[src/rtl/cdb_arbiter_if.sv]
// Producer and CDB signal bundle for the common data bus arbiter.
// The master side drives producer results and observes the broadcast.
// The slave side is the arbiter itself.
interface cdb_arbiter_if;
    logic        alu_valid;
    logic        alu_ready;
    logic [31:0] alu_res;
    logic        alu_jump;
    logic [31:0] alu_jump_pc;
    logic [5:0]  alu_rob_index;

    logic        lsb_valid;
    logic        lsb_ready;
    logic [31:0] lsb_res;
    logic [5:0]  lsb_rob_index;

    logic        cdb_valid;
    logic        cdb_src;
    logic [31:0] cdb_res;
    logic        cdb_jump;
    logic [31:0] cdb_jump_pc;
    logic [5:0]  cdb_rob_index;

    modport master (
        output alu_valid, alu_res, alu_jump, alu_jump_pc, alu_rob_index,
        output lsb_valid, lsb_res, lsb_rob_index,
        input  alu_ready, lsb_ready,
        input  cdb_valid, cdb_src, cdb_res, cdb_jump, cdb_jump_pc, cdb_rob_index
    );

    modport slave (
        input  alu_valid, alu_res, alu_jump, alu_jump_pc, alu_rob_index,
        input  lsb_valid, lsb_res, lsb_rob_index,
        output alu_ready, lsb_ready,
        output cdb_valid, cdb_src, cdb_res, cdb_jump, cdb_jump_pc, cdb_rob_index
    );
endinterface

[src/rtl/cdb_arbiter.sv]
// Common data bus arbiter: one small FIFO per producer (ALU, LSB), drained
// round-robin one entry per cycle onto a registered broadcast bus.
// A flush or reset empties both FIFOs; a reset also clears the bus outputs.
module cdb_arbiter #(
    parameter int QDEPTH = 2
) (
    input  logic          clk,
    input  logic          rst,
    input  logic          rdy,
    input  logic          flush,
    cdb_arbiter_if.slave  bus
);
    localparam int PW = $clog2(QDEPTH);
    localparam int CW = $clog2(QDEPTH) + 1;
    localparam logic [CW-1:0] FULL = CW'(QDEPTH);

    typedef enum logic {
        SRC_ALU = 1'b0,
        SRC_LSB = 1'b1
    } src_e;

    logic [31:0]   alu_q_res [QDEPTH];
    logic          alu_q_jump [QDEPTH];
    logic [31:0]   alu_q_pc [QDEPTH];
    logic [5:0]    alu_q_idx [QDEPTH];
    logic [31:0]   lsb_q_res [QDEPTH];
    logic [5:0]    lsb_q_idx [QDEPTH];

    logic [PW-1:0] alu_head, alu_tail, lsb_head, lsb_tail;
    logic [CW-1:0] alu_count, lsb_count;
    src_e          last_grant;

    logic          cdb_valid_q;
    logic          cdb_src_q;
    logic [31:0]   cdb_res_q;
    logic          cdb_jump_q;
    logic [31:0]   cdb_jump_pc_q;
    logic [5:0]    cdb_rob_index_q;

    logic          alu_ready_w, lsb_ready_w;
    logic          alu_push, lsb_push;
    logic          grant_alu, grant_lsb;

    // Ready looks only at registered counts, so a full queue stays not-ready
    // even in a cycle where its head is being broadcast.
    assign alu_ready_w = rdy && rst && !flush && (alu_count < FULL);
    assign lsb_ready_w = rdy && rst && !flush && (lsb_count < FULL);
    assign alu_push    = bus.alu_valid && alu_ready_w;
    assign lsb_push    = bus.lsb_valid && lsb_ready_w;

    // On a tie the producer that did not win last time gets the bus.
    assign grant_alu = (alu_count != '0) && ((lsb_count == '0) || (last_grant == SRC_LSB));
    assign grant_lsb = (lsb_count != '0) && ((alu_count == '0) || (last_grant == SRC_ALU));

    assign bus.alu_ready     = alu_ready_w;
    assign bus.lsb_ready     = lsb_ready_w;
    assign bus.cdb_valid     = cdb_valid_q;
    assign bus.cdb_src       = cdb_src_q;
    assign bus.cdb_res       = cdb_res_q;
    assign bus.cdb_jump      = cdb_jump_q;
    assign bus.cdb_jump_pc   = cdb_jump_pc_q;
    assign bus.cdb_rob_index = cdb_rob_index_q;

    // FIFO payload storage; pushes are already qualified by reset, stall and flush.
    always_ff @(posedge clk) begin
        if (alu_push) begin
            alu_q_res[alu_tail]  <= bus.alu_res;
            alu_q_jump[alu_tail] <= bus.alu_jump;
            alu_q_pc[alu_tail]   <= bus.alu_jump_pc;
            alu_q_idx[alu_tail]  <= bus.alu_rob_index;
        end
        if (lsb_push) begin
            lsb_q_res[lsb_tail] <= bus.lsb_res;
            lsb_q_idx[lsb_tail] <= bus.lsb_rob_index;
        end
    end

    // Queue pointers, counts, round-robin state and the registered broadcast.
    always_ff @(posedge clk) begin
        if (!rst) begin
            alu_head        <= '0;
            alu_tail        <= '0;
            alu_count       <= '0;
            lsb_head        <= '0;
            lsb_tail        <= '0;
            lsb_count       <= '0;
            last_grant      <= SRC_LSB;
            cdb_valid_q     <= 1'b0;
            cdb_src_q       <= 1'b0;
            cdb_res_q       <= '0;
            cdb_jump_q      <= 1'b0;
            cdb_jump_pc_q   <= '0;
            cdb_rob_index_q <= '0;
        end else if (rdy) begin
            if (flush) begin
                alu_head    <= '0;
                alu_tail    <= '0;
                alu_count   <= '0;
                lsb_head    <= '0;
                lsb_tail    <= '0;
                lsb_count   <= '0;
                last_grant  <= SRC_LSB;
                cdb_valid_q <= 1'b0;
            end else begin
                if (alu_push)  alu_tail <= alu_tail + PW'(1);
                if (grant_alu) alu_head <= alu_head + PW'(1);
                if (lsb_push)  lsb_tail <= lsb_tail + PW'(1);
                if (grant_lsb) lsb_head <= lsb_head + PW'(1);

                case ({alu_push, grant_alu})
                    2'b10:   alu_count <= alu_count + CW'(1);
                    2'b01:   alu_count <= alu_count - CW'(1);
                    default: alu_count <= alu_count;
                endcase
                case ({lsb_push, grant_lsb})
                    2'b10:   lsb_count <= lsb_count + CW'(1);
                    2'b01:   lsb_count <= lsb_count - CW'(1);
                    default: lsb_count <= lsb_count;
                endcase

                if (grant_alu) begin
                    cdb_valid_q     <= 1'b1;
                    cdb_src_q       <= SRC_ALU;
                    cdb_res_q       <= alu_q_res[alu_head];
                    cdb_jump_q      <= alu_q_jump[alu_head];
                    cdb_jump_pc_q   <= alu_q_pc[alu_head];
                    cdb_rob_index_q <= alu_q_idx[alu_head];
                    last_grant      <= SRC_ALU;
                end else if (grant_lsb) begin
                    cdb_valid_q     <= 1'b1;
                    cdb_src_q       <= SRC_LSB;
                    cdb_res_q       <= lsb_q_res[lsb_head];
                    cdb_jump_q      <= 1'b0;
                    cdb_jump_pc_q   <= '0;
                    cdb_rob_index_q <= lsb_q_idx[lsb_head];
                    last_grant      <= SRC_LSB;
                end else begin
                    cdb_valid_q <= 1'b0;
                end
            end
        end
    end
endmodule

[src/flat_wrapper.sv]
// flat-port wrapper written by rule: the top's interface ports become plain ports
module cdb_arbiter_flat 
#(
    parameter int QDEPTH = 2
)
  (clk, rst, rdy, flush, bus_alu_valid, bus_alu_res, bus_alu_jump, bus_alu_jump_pc, bus_alu_rob_index, bus_lsb_valid, bus_lsb_res, bus_lsb_rob_index, bus_alu_ready, bus_lsb_ready, bus_cdb_valid, bus_cdb_src, bus_cdb_res, bus_cdb_jump, bus_cdb_jump_pc, bus_cdb_rob_index);
  cdb_arbiter_if bus_i ();
  input  logic clk;
  input  logic rst;
  input  logic rdy;
  input  logic flush;
  input wire logic [$bits(bus_i.alu_valid)-1:0] bus_alu_valid;
  input wire logic [$bits(bus_i.alu_res)-1:0] bus_alu_res;
  input wire logic [$bits(bus_i.alu_jump)-1:0] bus_alu_jump;
  input wire logic [$bits(bus_i.alu_jump_pc)-1:0] bus_alu_jump_pc;
  input wire logic [$bits(bus_i.alu_rob_index)-1:0] bus_alu_rob_index;
  input wire logic [$bits(bus_i.lsb_valid)-1:0] bus_lsb_valid;
  input wire logic [$bits(bus_i.lsb_res)-1:0] bus_lsb_res;
  input wire logic [$bits(bus_i.lsb_rob_index)-1:0] bus_lsb_rob_index;
  output wire logic [$bits(bus_i.alu_ready)-1:0] bus_alu_ready;
  output wire logic [$bits(bus_i.lsb_ready)-1:0] bus_lsb_ready;
  output wire logic [$bits(bus_i.cdb_valid)-1:0] bus_cdb_valid;
  output wire logic [$bits(bus_i.cdb_src)-1:0] bus_cdb_src;
  output wire logic [$bits(bus_i.cdb_res)-1:0] bus_cdb_res;
  output wire logic [$bits(bus_i.cdb_jump)-1:0] bus_cdb_jump;
  output wire logic [$bits(bus_i.cdb_jump_pc)-1:0] bus_cdb_jump_pc;
  output wire logic [$bits(bus_i.cdb_rob_index)-1:0] bus_cdb_rob_index;
  assign bus_i.alu_valid = bus_alu_valid;
  assign bus_i.alu_res = bus_alu_res;
  assign bus_i.alu_jump = bus_alu_jump;
  assign bus_i.alu_jump_pc = bus_alu_jump_pc;
  assign bus_i.alu_rob_index = bus_alu_rob_index;
  assign bus_i.lsb_valid = bus_lsb_valid;
  assign bus_i.lsb_res = bus_lsb_res;
  assign bus_i.lsb_rob_index = bus_lsb_rob_index;
  assign bus_alu_ready = bus_i.alu_ready;
  assign bus_lsb_ready = bus_i.lsb_ready;
  assign bus_cdb_valid = bus_i.cdb_valid;
  assign bus_cdb_src = bus_i.cdb_src;
  assign bus_cdb_res = bus_i.cdb_res;
  assign bus_cdb_jump = bus_i.cdb_jump;
  assign bus_cdb_jump_pc = bus_i.cdb_jump_pc;
  assign bus_cdb_rob_index = bus_i.cdb_rob_index;
  cdb_arbiter #(.QDEPTH(QDEPTH)) u_core (.clk(clk), .rst(rst), .rdy(rdy), .flush(flush), .bus(bus_i));
endmodule
[config.mk]
export PLATFORM = sky130hd
export DESIGN_NAME = cdb_arbiter_flat
export DESIGN_NICKNAME = d
export VERILOG_FILES = /design/src/rtl/cdb_arbiter_if.sv /design/src/rtl/cdb_arbiter.sv /design/src/flat_wrapper.sv
export SDC_FILE = /design/constraint.sdc
export NUM_CORES = 1
export LEC_CHECK = 0
export BUFFER_PORTS_ARGS = -buffer_cell sky130_fd_sc_hd__clkbuf_2
export CORE_MARGIN = 5
export CORE_UTILIZATION = 40
export CTS_CLUSTER_DIAMETER = 150
export CTS_CLUSTER_SIZE = 10
export DETAILED_ROUTE_END_ITERATION = 12
export GPL_TIMING_DRIVEN = 0
export PLACE_DENSITY = 0.58
export RECOVER_POWER = 25
export SLEW_MARGIN = 15
export SYNTH_ARGS = -nofsm -noshare
export SYNTH_HDL_FRONTEND = slang
export SYNTH_SLANG_ARGS = --single-unit
[constraint.sdc]
create_clock -name clk -period 4 [get_ports clk]
set_input_delay 0.2 -clock clk [delete_from_list [all_inputs] [get_ports clk]]
set_output_delay 0.2 -clock clk [all_outputs]
set_load 0.005 [all_outputs]
* Word level (Yosys, flattened, before mapping)
Memory sizes are Yosys's and may differ from the RTL's. A register that Yosys moved wholly into a read port is not among the register bits.
Index checks and enable logic that the tools add are counted.
** Cells by class
- Muxes and demuxes :: 42
- Equal/unequal tests :: 4
- Bitwise gates (word level) :: 2
- Order comparisons :: 2
- Reduce and logical (&&, ||, !) cells :: 31
- Add/sub/neg operators :: 8
** Operators with widths (number)
- $mux W32 :: 4
- $mux W1 :: 32
- $reduce_and A2 Y1 :: 7
- $reduce_bool A2 Y1 :: 7
- $mux W6 :: 2
- $reduce_bool A3 Y1 :: 3
- $logic_and A1 B1 Y1 :: 8
- $pmux W2 S2 :: 2
- $add A1 B1 Y1 const B :: 4
- $add A2 B1 Y2 const B :: 2
- $eq A2 B1 Y1 const B :: 2
- $eq A2 B2 Y1 const B :: 2
- $logic_not A2 Y1 :: 2
- $lt A2 B2 Y1 const B :: 2
- $mux W2 :: 2
- $sub A2 B1 Y2 const B :: 2
- $reduce_and A3 Y1 :: 1
- $logic_or A1 B1 Y1 :: 2
- $not A1 Y1 :: 2
- $logic_not A1 Y1 :: 1
** Word-level totals
- Flip-flop bits (word level) :: 82
- Word-level logic and storage cells :: 108
- Output and inout bits :: 75
- RAM bits :: 218
- Memories :: 6
- Input port bits :: 115
** Memories
- u_core.alu_q_pc :: depth 2, width 32, rd ports 1, clocked after Yosys merged registers in 1, wr ports 1, RTL line cdb_arbiter.sv:24 : logic [31:0] alu_q_pc [QDEPTH];
- u_core.alu_q_res :: depth 2, width 32, rd ports 1, clocked after Yosys merged registers in 1, wr ports 1, RTL line cdb_arbiter.sv:22 : logic [31:0] alu_q_res [QDEPTH];
- u_core.lsb_q_res :: depth 2, width 32, rd ports 1, clocked after Yosys merged registers in 1, wr ports 1, RTL line cdb_arbiter.sv:26 : logic [31:0] lsb_q_res [QDEPTH];
- u_core.alu_q_idx :: depth 2, width 6, rd ports 1, clocked after Yosys merged registers in 1, wr ports 1, RTL line cdb_arbiter.sv:25 : logic [5:0] alu_q_idx [QDEPTH];
- u_core.lsb_q_idx :: depth 2, width 6, rd ports 1, clocked after Yosys merged registers in 1, wr ports 1, RTL line cdb_arbiter.sv:27 : logic [5:0] lsb_q_idx [QDEPTH];
- u_core.alu_q_jump :: depth 2, width 1, rd ports 1, clocked after Yosys merged registers in 1, wr ports 1, RTL line cdb_arbiter.sv:23 : logic alu_q_jump [QDEPTH];

* Depth between registers and ports, before layout
Gate-level depths: netlist of run 1.
- Depth after elaboration :: 7
- Mapped depth :: 7

* Least setup slack after synthesis of run 1
No wires, ideal clock.
- Path kind :: register to register
- Start point :: register u_core.alu_count[1]
- End point :: memory u_core.alu_q_idx[0][0], enable pin
- Cell stages (with the launch flop) :: 5
- Required time :: 3498 ps
- Setup time :: 502 ps
- Slack :: -248 ps
- Arrival :: 3747 ps
- Clock period less this slack :: 4248 ps
- Cell sequence :: dfxtp_1 nand4bb_1 inv_1 nand2_1 nor2_1
** On the way
- Longest elaborated chain between the ends :: 5
** RTL lines
- from (decl) :: RTL line cdb_arbiter.sv:30 : logic [CW-1:0] alu_count, lsb_count;
- from (signal assigned) :: RTL line cdb_arbiter.sv:111 : 2'b10: alu_count <= alu_count + CW'(1);
- from (signal assigned) :: RTL line cdb_arbiter.sv:112 : 2'b01: alu_count <= alu_count - CW'(1);
- from (signal assigned) :: RTL line cdb_arbiter.sv:113 : default: alu_count <= alu_count;
- $lt A2 B2 Y1 :: RTL line cdb_arbiter.sv:46 : assign alu_ready_w = rdy && rst && !flush && (alu_count < FULL);
- $logic_and A1 B1 Y1 :: RTL line cdb_arbiter.sv:46
- named net bus_alu_ready :: RTL line flat_wrapper.sv:20 : output wire logic [$bits(bus_i.alu_ready)-1:0] bus_alu_ready;
- $logic_and A1 B1 Y1 :: RTL line cdb_arbiter.sv:48 : assign alu_push = bus.alu_valid && alu_ready_w;
- $mux W1 :: RTL line cdb_arbiter.sv:66 : if (alu_push) begin
- $mux W1 (not written as such) :: RTL line cdb_arbiter.sv:70 : alu_q_idx[alu_tail] <= bus.alu_rob_index;
- to (decl) :: RTL line cdb_arbiter.sv:25
The timed path passes the listed nets, and every way through them passes these cells.

* Final worst setup path of run 1
- Start point :: register u_core.alu_count[1]
- End point :: memory u_core.alu_q_res[0][6], enable pin
** On the way
- Longest elaborated chain between the ends :: 5
** RTL lines
- $lt A2 B2 Y1 :: RTL line cdb_arbiter.sv:46
- $logic_and A1 B1 Y1 :: RTL line cdb_arbiter.sv:46
- $logic_and A1 B1 Y1 :: RTL line cdb_arbiter.sv:48
- $mux W1 :: RTL line cdb_arbiter.sv:66
- $mux W1 (not written as such) :: RTL line cdb_arbiter.sv:67 : alu_q_res[alu_tail] <= bus.alu_res;
- to (decl) :: RTL line cdb_arbiter.sv:22
No other way between the ends.

==> results.ini, run 1 <==
[power]
leakage_nw = 5.12
peakVddDrop_uv = 310
p_per_area_mw_per_mm2 = 447

[place]
dpl.cell_count = 1275
placed_area_mm2 = 0.0126
io_buffers = 189
place.gp.congestion = 0.738
hpwl_um = 17300

[yosys]
ys_seq_area_share_pct = 74.5
synthesis.nets = 819
syn-instance-count = 704
ys_top_cells_by_area = edfxtp_1 (59%), dfxtp_1 (15%), mux2i_1 (9.9%)
yosysTopAreaCell = edfxtp_1
syn_area_per_cell_um2 = 15.7
synth_edf_count = 218
synth_area_mm2 = 0.0110
ys_async_sr_fraction_pct = 0
ys_dominant_reg_cell = edfxtp_1
synth_top_area_share_pct = 59.3
synth_cell_types = 41
synth.yosys.warnings = 0
synth_seq_cells = 302

[finish]
stdcell_count = 1449
mostFrequentLayoutCells = edfxtp_1 (218), clkbuf_2 (137), mux2i_1 (109), dlygate4sd3_1 (109), clkbuf_1 (91)
final_common_cell = edfxtp_1
nFillCells = 2297
design_area_mm2 = 0.0147
fin_nets = 1165
drive_gt1_share_pct = 21.0
syn_to_final_growth_pct = 33.0

[die]
initial_utilization_pct = 40.8
dieArea_mm2 = 0.0310
die_y_um = 176
core_region_area_mm2 = 0.0271
rows = 60
io_pins = 190
die_x_um = 176

[sta]
max_freq_ghz = 0.487
worst_pin_slew_ns = 0.837
fin_crit_ns = 2.05
hold_violations = 0
relSlewSlack_pct = 44.2
rsz0062_at_grt = false
final.period_utilization_pct = 51.3
skew_ns = 0.00989
slew_viol_final = 0
finalSetupViolCount = 0

[cts]
cts_resized = 0
cts_buffers = 36
cts_tree = built
clk_latency_ns = 0.49
clockBufferDepth = 3
root_buffer = clkbuf_16
cts_sinks = 302
htreeDepth = 2
clk_pin_slew_worst_paths_ns = 0.06
cts_hold_buf = 109
postCtsSetupBuffers = 0

[min_path]
hold_path_class = primary input to flip-flop

[worst_setup_path]
worstPathRequired_ns = 4.19
worst_r2r_endpoint = u_core.alu_q_res[0][6]
critPathCapture = u_core.alu_q_res[0][6]
rr_worst_depth = 6
cp.arrival_ns = 2.24
crit_type = flip-flop to flip-flop
critPathCaptureType = flip-flop
path_max_fanout = 21
rrSetupSlack_ns = 1.95
crit_start = u_core.alu_count[1]
regToRegStartpoint = u_core.alu_count[1]
critPathLaunchType = flip-flop

[route]
drt-pass1-iter-count = 4
drcViolationCount = 0
drt_iter0_drc = 347
antenna_left = 0
drt-total-wl_um = 26600
routedWlPerCell_um = 18.4
num_vias = 7020
vias_per_cell = 4.84

[global_route]
grt_usage_pct = 16.9
grt_pass1_wl_um = 41100
antenna_found_initial = 1
grt.overflow.total = 0
grt_pass1_vias = 7376
grt_max_degree = 37

[job]
max-cap-violations = 0

[outcome]
run_status = complete, no violations

per-layer routing:
layer | GRT usage, % | wire length, um | vias up
li1 | - | - | 3392
met1 | 21.9 | 11600 | 3389
met2 | 27.7 | 12400 | 192
met3 | 5.35 | 2070 | 45
met4 | 4.42 | 532 | 2
met5 | 0 | 20 | -
state kept, by name (all words and copies together) (netlist names), named ones only:
name                      cells
u_core.alu_count              2
u_core.alu_head               1
u_core.alu_q_idx             12
u_core.alu_q_jump             2
u_core.alu_q_pc              64
u_core.alu_q_res             64
u_core.alu_tail               1
u_core.bus.cdb_jump           1
u_core.bus.cdb_jump_pc       32
u_core.bus.cdb_res           32
u_core.bus.cdb_rob_index      6
u_core.bus.cdb_src            1
u_core.bus.cdb_valid          1
u_core.last_grant             1
u_core.lsb_count              2
u_core.lsb_head               1
u_core.lsb_q_idx             12
u_core.lsb_q_res             64
u_core.lsb_tail               1
final cells by class:
| cell class | count | area [um^2] | area share (%) |
|---|---|---|---|
| antenna | 1 | 2.50 | 0.0170 |
| sequential | 302 | 8230 | 56.0 |
| clock buffer | 63 | 1020 | 6.96 |
| tap | 372 | 465 | 3.17 |
| clock inverter | 1 | 8.76 | 0.0596 |
| inverter | 7 | 26.3 | 0.179 |
| multi-input combinational | 352 | 2600 | 17.7 |
| timing repair buffer | 308 | 2130 | 14.5 |
| buffer | 43 | 214 | 1.46 |
report_power, final:
group	switching (W)	internal [W]	total (W)
registers	0.0000101	0.00339	0.00340
clock network	0.00117	0.00172	0.00290
logic	0.000132	0.000147	0.000278
total	0.00131	0.00526	0.00657
synthesized netlist by cell type, types with 2 or more instances:
cell type,n
nand3_2,2
o21a_1,6
inv_1,6
o21ai_0,3
o211ai_1,2
buf_6,2
or2_1,2
nand2b_1,3
edfxtp_1,218
nor2_1,37
and3_1,4
a2bb2oi_1,33
clkbuf_1,13
buf_2,27
a21oi_1,49
o22a_1,38
nor3_1,3
nand2_1,42
mux2i_1,109
dfxtp_1,84
critical path, cell delays in order, from the launching register on:
cell,delay (ns)
dfxtp_1,0.34
nand4bb_1,0.25
inv_1,0.16
nand2_1,0.13
nor2_4,0.42
buf_16,0.24
buf_12,0.20
logic make-up after synthesis:
family	share of synthesized area, %
AO/OA/AOI/OAI	9.29
XOR/XNOR	0.0793
buffers and inverters	2.17
flip-flops	74.5
multiplexers	9.88
AND/OR/NAND/NOR	4.11
stage by stage:
stage          util [%]  setup TNS [ns]  total power, W  setup slack [ns]  hold slack (ns)
6_report           54.2               0         0.00657              1.95           0.0974
5_1_grt            54.2               0         0.00681              1.83            0.106
4_1_cts            54.5               0         0.00666              1.91           0.0771
3_5_place_dp       46.6               0         0.00366              1.72            0.392
3_3_place_gp       46.0         -140.20         0.00365             -2.17            0.388
2_1_floorplan         -               0         0.00354             0.276            0.299
worst min path at each step:
| stage | startpoint | endpoint | slack [ns] | cells after the start |
|---|---|---|---|---|
| CTS | rst | u_core.last_grant | 0.08 | 3 |
| detailed placement | bus_alu_jump_pc[27] | u_core.alu_q_pc[1][27] | 0.39 | 1 |
| global placement | bus_alu_jump_pc[20] | u_core.alu_q_pc[1][20] | 0.39 | 1 |
| global route | rst | u_core.last_grant | 0.11 | 3 |
| floorplan | bus_alu_rob_index[0] | u_core.alu_q_idx[0][0] | 0.30 | 0 |
| finish | rst | u_core.last_grant | 0.1 | 3 |
No activity file was read; power rests on OpenSTA's default activity.
==> inputs of run 2 (changes only) <==
Clock period 4 ns to 1.7 ns, I/O delays scaled along.
==> run 2 against run 1 <==
Net effect: via count fell by 0.19%; sequential share of layout area decreased by 0.90 points; core utilization increased by 0.94 points; largest cell class unchanged; largest power group unchanged; highest routed layer unchanged.
==> results.ini, run 2 (synthesized netlist as in run 1, its figures left out) <==
[worst_setup_path]
cp.arrival_ns = 1.82  ; -0.42 ns
path_max_fanout = 23  ; +9.5%
worstPathRequired_ns = 1.90  ; -2.29 ns
critPathLaunchType = flip-flop
crit_type = flip-flop to flip-flop
critPathCaptureType = flip-flop

[route]
wl_met3_um = 1970  ; -5.0%
highest_layer = met5
m1WireLength_um = 11600  ; about the same
routedWlPerCell_um = 18.2  ; -1.1%
drcViolationCount = 0  ; unchanged
vias_per_cell = 4.81  ; -0.67%
drt_iter0_drc = 318  ; -8.4%
drt-total-wl_um = 26500  ; -0.64%
wl_met2_um = 12400  ; +0.14%
num_vias = 7007  ; -0.19%
antenna_left = 0  ; unchanged
drt-pass1-iter-count = 4  ; unchanged

[power]
p_per_area_mw_per_mm2 = 1030  ; +130%
leakage_nw = 5.22  ; +2.0%
peakVddDrop_uv = 792  ; +160%

[finish]
mostFrequentLayoutCells = edfxtp_1 (218), clkbuf_2 (145), dlygate4sd3_1 (110)
seq_area_mm2 = 0.00824  ; about the same
reg.largest.list = u_core.alu_q_pc: 64 flops, u_core.alu_q_res: 64 flops, u_core.lsb_q_res: 64 flops
final_common_cell = edfxtp_1
fin_nets = 1176  ; +0.94%
syn_to_final_growth_pct = 35.3
antenna-diode-count = 0  ; -1
multiInputGateArea_mm2 = 0.00268  ; +3.1%
drive_gt1_share_pct = 23.2  ; +2.2 points
nFillCells = 2247  ; -2.2%

[sta]
relSlewSlack_pct = 51.1  ; +6.9 points
hold_violations = 0  ; unchanged
worst_pin_slew_ns = 0.734  ; -0.103 ns
max_freq_ghz = 0.618  ; +27%
whs_ns = 0.0350  ; -0.0624 ns
fin_crit_ns = 1.62  ; -0.435 ns
skew_ns = 0.0107  ; +0.000836 ns
finalWorstSetupSlack_ns = 0.0824  ; -1.86 ns
slew_viol_final = 0  ; unchanged
finalSetupViolCount = 0  ; unchanged
finalSetupTns_ns = 0  ; unchanged
final.period_utilization_pct = 95.2  ; +44 points

[place]
place.gp.congestion = 0.797  ; +8.1%
io_buffers = 189  ; unchanged
hpwl_um = 16900  ; -2.1%
pre_cts_slack_ns = -0.342  ; -2.06 ns

[cts]
cts_tree = built
clk_latency_ns = 0.50  ; about the same
clk_pin_slew_worst_paths_ns = 0.05  ; about the same
htreeDepth = 2  ; unchanged
cts_sinks = 302  ; unchanged
clockBufferDepth = 3  ; unchanged
root_buffer = clkbuf_16
cts_buffers = 36  ; unchanged

[min_path]
hold_path_class = primary input to flip-flop

[global_route]
antenna_found_initial = 2  ; +1
grt_max_degree = 41  ; +11%
grt_pass1_vias = 7257  ; -1.6%
grt_usage_pct = 16.7  ; -0.23 points
grt_pass1_wl_um = 40500  ; -1.4%
grt.overflow.total = 0  ; unchanged

[die]
rows = 60  ; unchanged
die_y_um = 176  ; unchanged
core_region_area_mm2 = 0.0271  ; unchanged
die_x_um = 176  ; unchanged
io_pins = 190  ; unchanged
initial_utilization_pct = 40.8  ; unchanged
dieArea_mm2 = 0.0310  ; unchanged

[job]
max-cap-violations = 0  ; unchanged

[outcome]
run_status = complete, no violations

run 2: cell count changes in the layout (fill, tap and decap cells not counted), moves of 2 or more:
cell / delta
buf_4: +11
buf_16: +2
clkbuf_2: +8
clkbuf_1: -14
clkbuf_4: +11
dfxtp_2: +3
buf_1: +3
nand3_4: +2
dfxtp_1: -4
buf_8: +2
buf_2: -18
run 2: power breakdown:
part | switching [W] | internal [W] | total, W | leakage [nW]
registers | 0.0000251 | 0.00797 | 0.00799 | 2.65
logic | 0.000318 | 0.000367 | 0.000685 | 2.09
clock network | 0.00272 | 0.00403 | 0.00675 | 0.488
run 2: area by class of cell:
| class | instances | area share (%) |
|---|---|---|
| multi-input combinational | 354 | 17.9 |
| clock inverter | 1 | 0.0586 |
| inverter | 7 | 0.176 |
| clock buffer | 60 | 6.77 |
| buffer | 42 | 1.77 |
| timing repair buffer | 318 | 15.1 |
| tap | 372 | 3.11 |
| sequential | 302 | 55.1 |
run 2: metal layers:
metal | up-vias | track usage [%]
met5 | - | 0
met2 | 203 | 27.2
li1 | 3404 | -
met4 | 4 | 4.06
met3 | 39 | 5.14
met1 | 3357 | 21.9
run 2: final timing paths:
kind                                             startpoint                           to  slack (ns)  depth (start not counted)
worst max-delay path                    u_core.alu_count[1]       u_core.alu_q_res[0][8]        0.08                          6
worst min-delay path                          bus_alu_valid          u_core.alu_count[1]        0.04                          5
worst max register to register          u_core.alu_count[1]       u_core.alu_q_res[0][8]        0.08                          6
worst min register to register  u_core.bus.cdb_rob_index[5]  u_core.bus.cdb_rob_index[5]        0.45                          2
run 2: timing repair:
| item | 4_1_cts | 5_1_grt |
|---|---|---|
| resized for setup | 8 | 30 |
| endpoints found under the hold margin | 219 | 0 |
| setup buffers | 9 | 3 |
| gates cloned | 1 | 1 |
| pin swaps | 3 | 2 |
| endpoints found under the setup margin | 210 | 93 |
| hold buffers | 110 | 0 |
run 2: stage by stage:
stage	instances	power (W)	utilization, %	instance area, um^2
6_report	1456	0.0154	55.2	15000
5_1_grt	1456	0.0160	55.2	15000
4_1_cts	1453	0.0156	55.0	14900
3_3_place_gp	1265	0.00859	46.1	12500
2_1_floorplan	704	0.00834	-	11100
3_5_place_dp	1272	0.00862	46.7	12700
run 2: worst max-delay path: stages, from the launching register on:
cell,delay (ns)
dfxtp_2,0.34
nand4bb_4,0.21
inv_2,0.13
nand2_2,0.09
nor2_4,0.14
buf_16,0.19
buf_12,0.20
==> inputs of run 3 (changes only) <==
==> constraint.sdc (replaced) <==
create_clock -name clk -period 1.7 [get_ports clk]
set_input_delay 0.17 -clock clk [delete_from_list [all_inputs] [get_ports clk]]
set_output_delay 0.17 -clock clk [all_outputs]
set_load 0.005 [all_outputs]
==> run 3 against run 2 <==
Net effect: total power barely moved; first-iteration DRC count fell by 1.9%; global-route usage fell by 0.051 points; combinational power barely moved; non-clock buffer count fell by 2; sequential share of layout area rose by 0.051 points; design area barely moved; sequential cell count did not move; die area did not move; sequential power barely moved.
==> results.ini, run 3 (synthesized netlist as in run 1, its figures left out) <==
[global_route]
antenna_found_initial = 2  ; unchanged
grt_usage_pct = 16.6  ; -0.051 points
grt_pass1_wl_um = 40400  ; -0.27%
grt_pass1_vias = 7243  ; -0.19%
grt.overflow.total = 0  ; unchanged
grt_max_degree = 41  ; unchanged

[route]
num_vias = 6987  ; -0.29%
wl_met3_um = 2000  ; +1.4%
wl_met2_um = 12300  ; -0.44%
routedWlPerCell_um = 18.2  ; about the same
drt-total-wl_um = 26400  ; -0.22%
drcViolationCount = 0  ; unchanged
antenna_left = 0  ; unchanged
drt_iter0_drc = 312  ; -1.9%
vias_per_cell = 4.81  ; -0.15%
drt-pass1-iter-count = 4  ; unchanged
highest_layer = met5
m1WireLength_um = 11600  ; about the same

[worst_setup_path]
crit_start = u_core.alu_count[1]
worstPathRequired_ns = 1.90  ; about the same
path_buf_inv = 3  ; unchanged
cpMaxStageDelayCell = dfxtp_2
regToRegStartpoint = u_core.alu_count[1]
cp.arrival_ns = 1.82  ; about the same
path_max_fanout = 23  ; unchanged
critPathLaunchType = flip-flop
critPathCaptureType = flip-flop
max_stage_delay_ns = 0.34  ; about the same
crit_chain = nand4bb_4, inv_2, nand2_2, nor2_4, buf_16, buf_12
crit_type = flip-flop to flip-flop
cp_top_family = buffers and inverters

[finish]
design_area_mm2 = 0.0149  ; about the same
utilization_pct = 55.1  ; about the same
fin_nets = 1174  ; -0.17%
drive_gt1_share_pct = 23.3  ; +0.043 points
final_common_cell = edfxtp_1
nFillCells = 2250  ; +0.13%
mostFrequentLayoutCells = edfxtp_1 (218), clkbuf_2 (145), mux2i_1 (109), dlygate4sd3_1 (109), dfxtp_1 (80)
reg.largest.list = u_core.alu_q_pc: 64 flops, u_core.alu_q_res: 64 flops, u_core.lsb_q_res: 64 flops
syn_to_final_growth_pct = 35.2  ; about the same
antenna-diode-count = 0  ; unchanged

[die]
initial_utilization_pct = 40.8  ; unchanged
die_x_um = 176  ; unchanged
rows = 60  ; unchanged
core_region_area_mm2 = 0.0271  ; unchanged
io_pins = 190  ; unchanged
dieArea_mm2 = 0.0310  ; unchanged
die_y_um = 176  ; unchanged

[outcome]
run_status = complete, no violations

[cts]
cts_tree = built
clockBufferDepth = 3  ; unchanged
htreeDepth = 2  ; unchanged
clk_pin_slew_worst_paths_ns = 0.05  ; about the same
cts_buffers = 36  ; unchanged
root_buffer = clkbuf_16
clk_latency_ns = 0.50  ; about the same
cts_sinks = 302  ; unchanged

[job]
max-cap-violations = 0  ; unchanged

[power]
p_per_area_mw_per_mm2 = 1030  ; about the same
leakage_nw = 5.22  ; -0.10%
peakVddDrop_uv = 792  ; about the same

[place]
place.gp.congestion = 0.797  ; unchanged
placed_area_mm2 = 0.0127  ; unchanged
hpwl_um = 16900  ; unchanged
io_buffers = 189  ; unchanged

[sta]
hold_violations = 0  ; unchanged
max_freq_ghz = 0.618  ; about the same
skew_ns = 0.0110  ; +0.000237 ns
worst_pin_slew_ns = 0.715  ; -0.0191 ns
fin_crit_ns = 1.62  ; -0.000391 ns
finalSetupViolCount = 0  ; unchanged
slew_viol_final = 0  ; unchanged
final.period_utilization_pct = 95.1  ; about the same
relSlewSlack_pct = 52.3  ; +1.3 points

[min_path]
hold_path_class = primary input to flip-flop
hold_start = rst

[run 3: worst paths after layout]
check	end	slack [ns]	cells after the start
max	u_core.alu_q_idx[0][5]	0.08	6
min	u_core.last_grant	0.08	3
max reg2reg	u_core.alu_q_idx[0][5]	0.08	6
min reg2reg	u_core.bus.cdb_rob_index[5]	0.45	2
[run 3: area by class of cell]
type / instances / area [um^2] / share of cell area (%)
Tap cell: 372 / 465 / 3.12
Clock buffer: 60 / 1010 / 6.78
Buffer: 41 / 260 / 1.74
Multi-Input combinational cell: 354 / 2680 / 17.9
Timing Repair Buffer: 317 / 2250 / 15.1
Sequential cell: 302 / 8240 / 55.1
Clock inverter: 1 / 8.76 / 0.0586
Inverter: 7 / 26.3 / 0.176
[run 3: metrics by stage]
step / setup WS (ns) / hold WS [ns] / total power [W] / setup TNS [ns] / instances
6_report: 0.0828 / 0.0825 / 0.0154 / 0 / 1454
3_5_place_dp: -0.361 / 0.363 / 0.00862 / -50.69 / 1272
4_1_cts: 0.0312 / 0.0614 / 0.0156 / 0 / 1451
3_3_place_gp: -1.30 / 0.358 / 0.00859 / -234.61 / 1265
2_1_floorplan: -0.472 / 0.269 / 0.00834 / -64.00 / 704
5_1_grt: -0.00316 / 0.0890 / 0.0160 / -0.00348 / 1454
[run 3: tightest hold or removal path, cell delays in order]
cell	delay, ns
clkbuf_2	0.11
buf_2	0.19
nand2_1	0.07
[run 3: metal layers]
layer,GRT usage [%],vias to the layer above
met5,0,-
li1,-,3400
met3,5.14,38
met1,21.9,3339
met2,27.1,206
met4,4.06,4
[run 3: repair_timing]
| action | CTS | global route |
|---|---|---|
| hold endpoints to repair | 218 | 0 |
| setup buffers | 9 | 3 |
| hold buffers | 109 | 0 |
| pin swaps | 3 | 2 |
| gates resized for setup | 8 | 30 |
| gates cloned | 1 | 1 |
| setup endpoints to repair | 211 | 93 |
[run 3: power by group]
group          internal (W)  leakage (nW)  switching, W  total, W
Clock               0.00403         0.488       0.00272   0.00675
Combinational      0.000365          2.08      0.000317  0.000682
Sequential          0.00797          2.65     0.0000252   0.00799
Total                0.0124          5.22       0.00306    0.0154
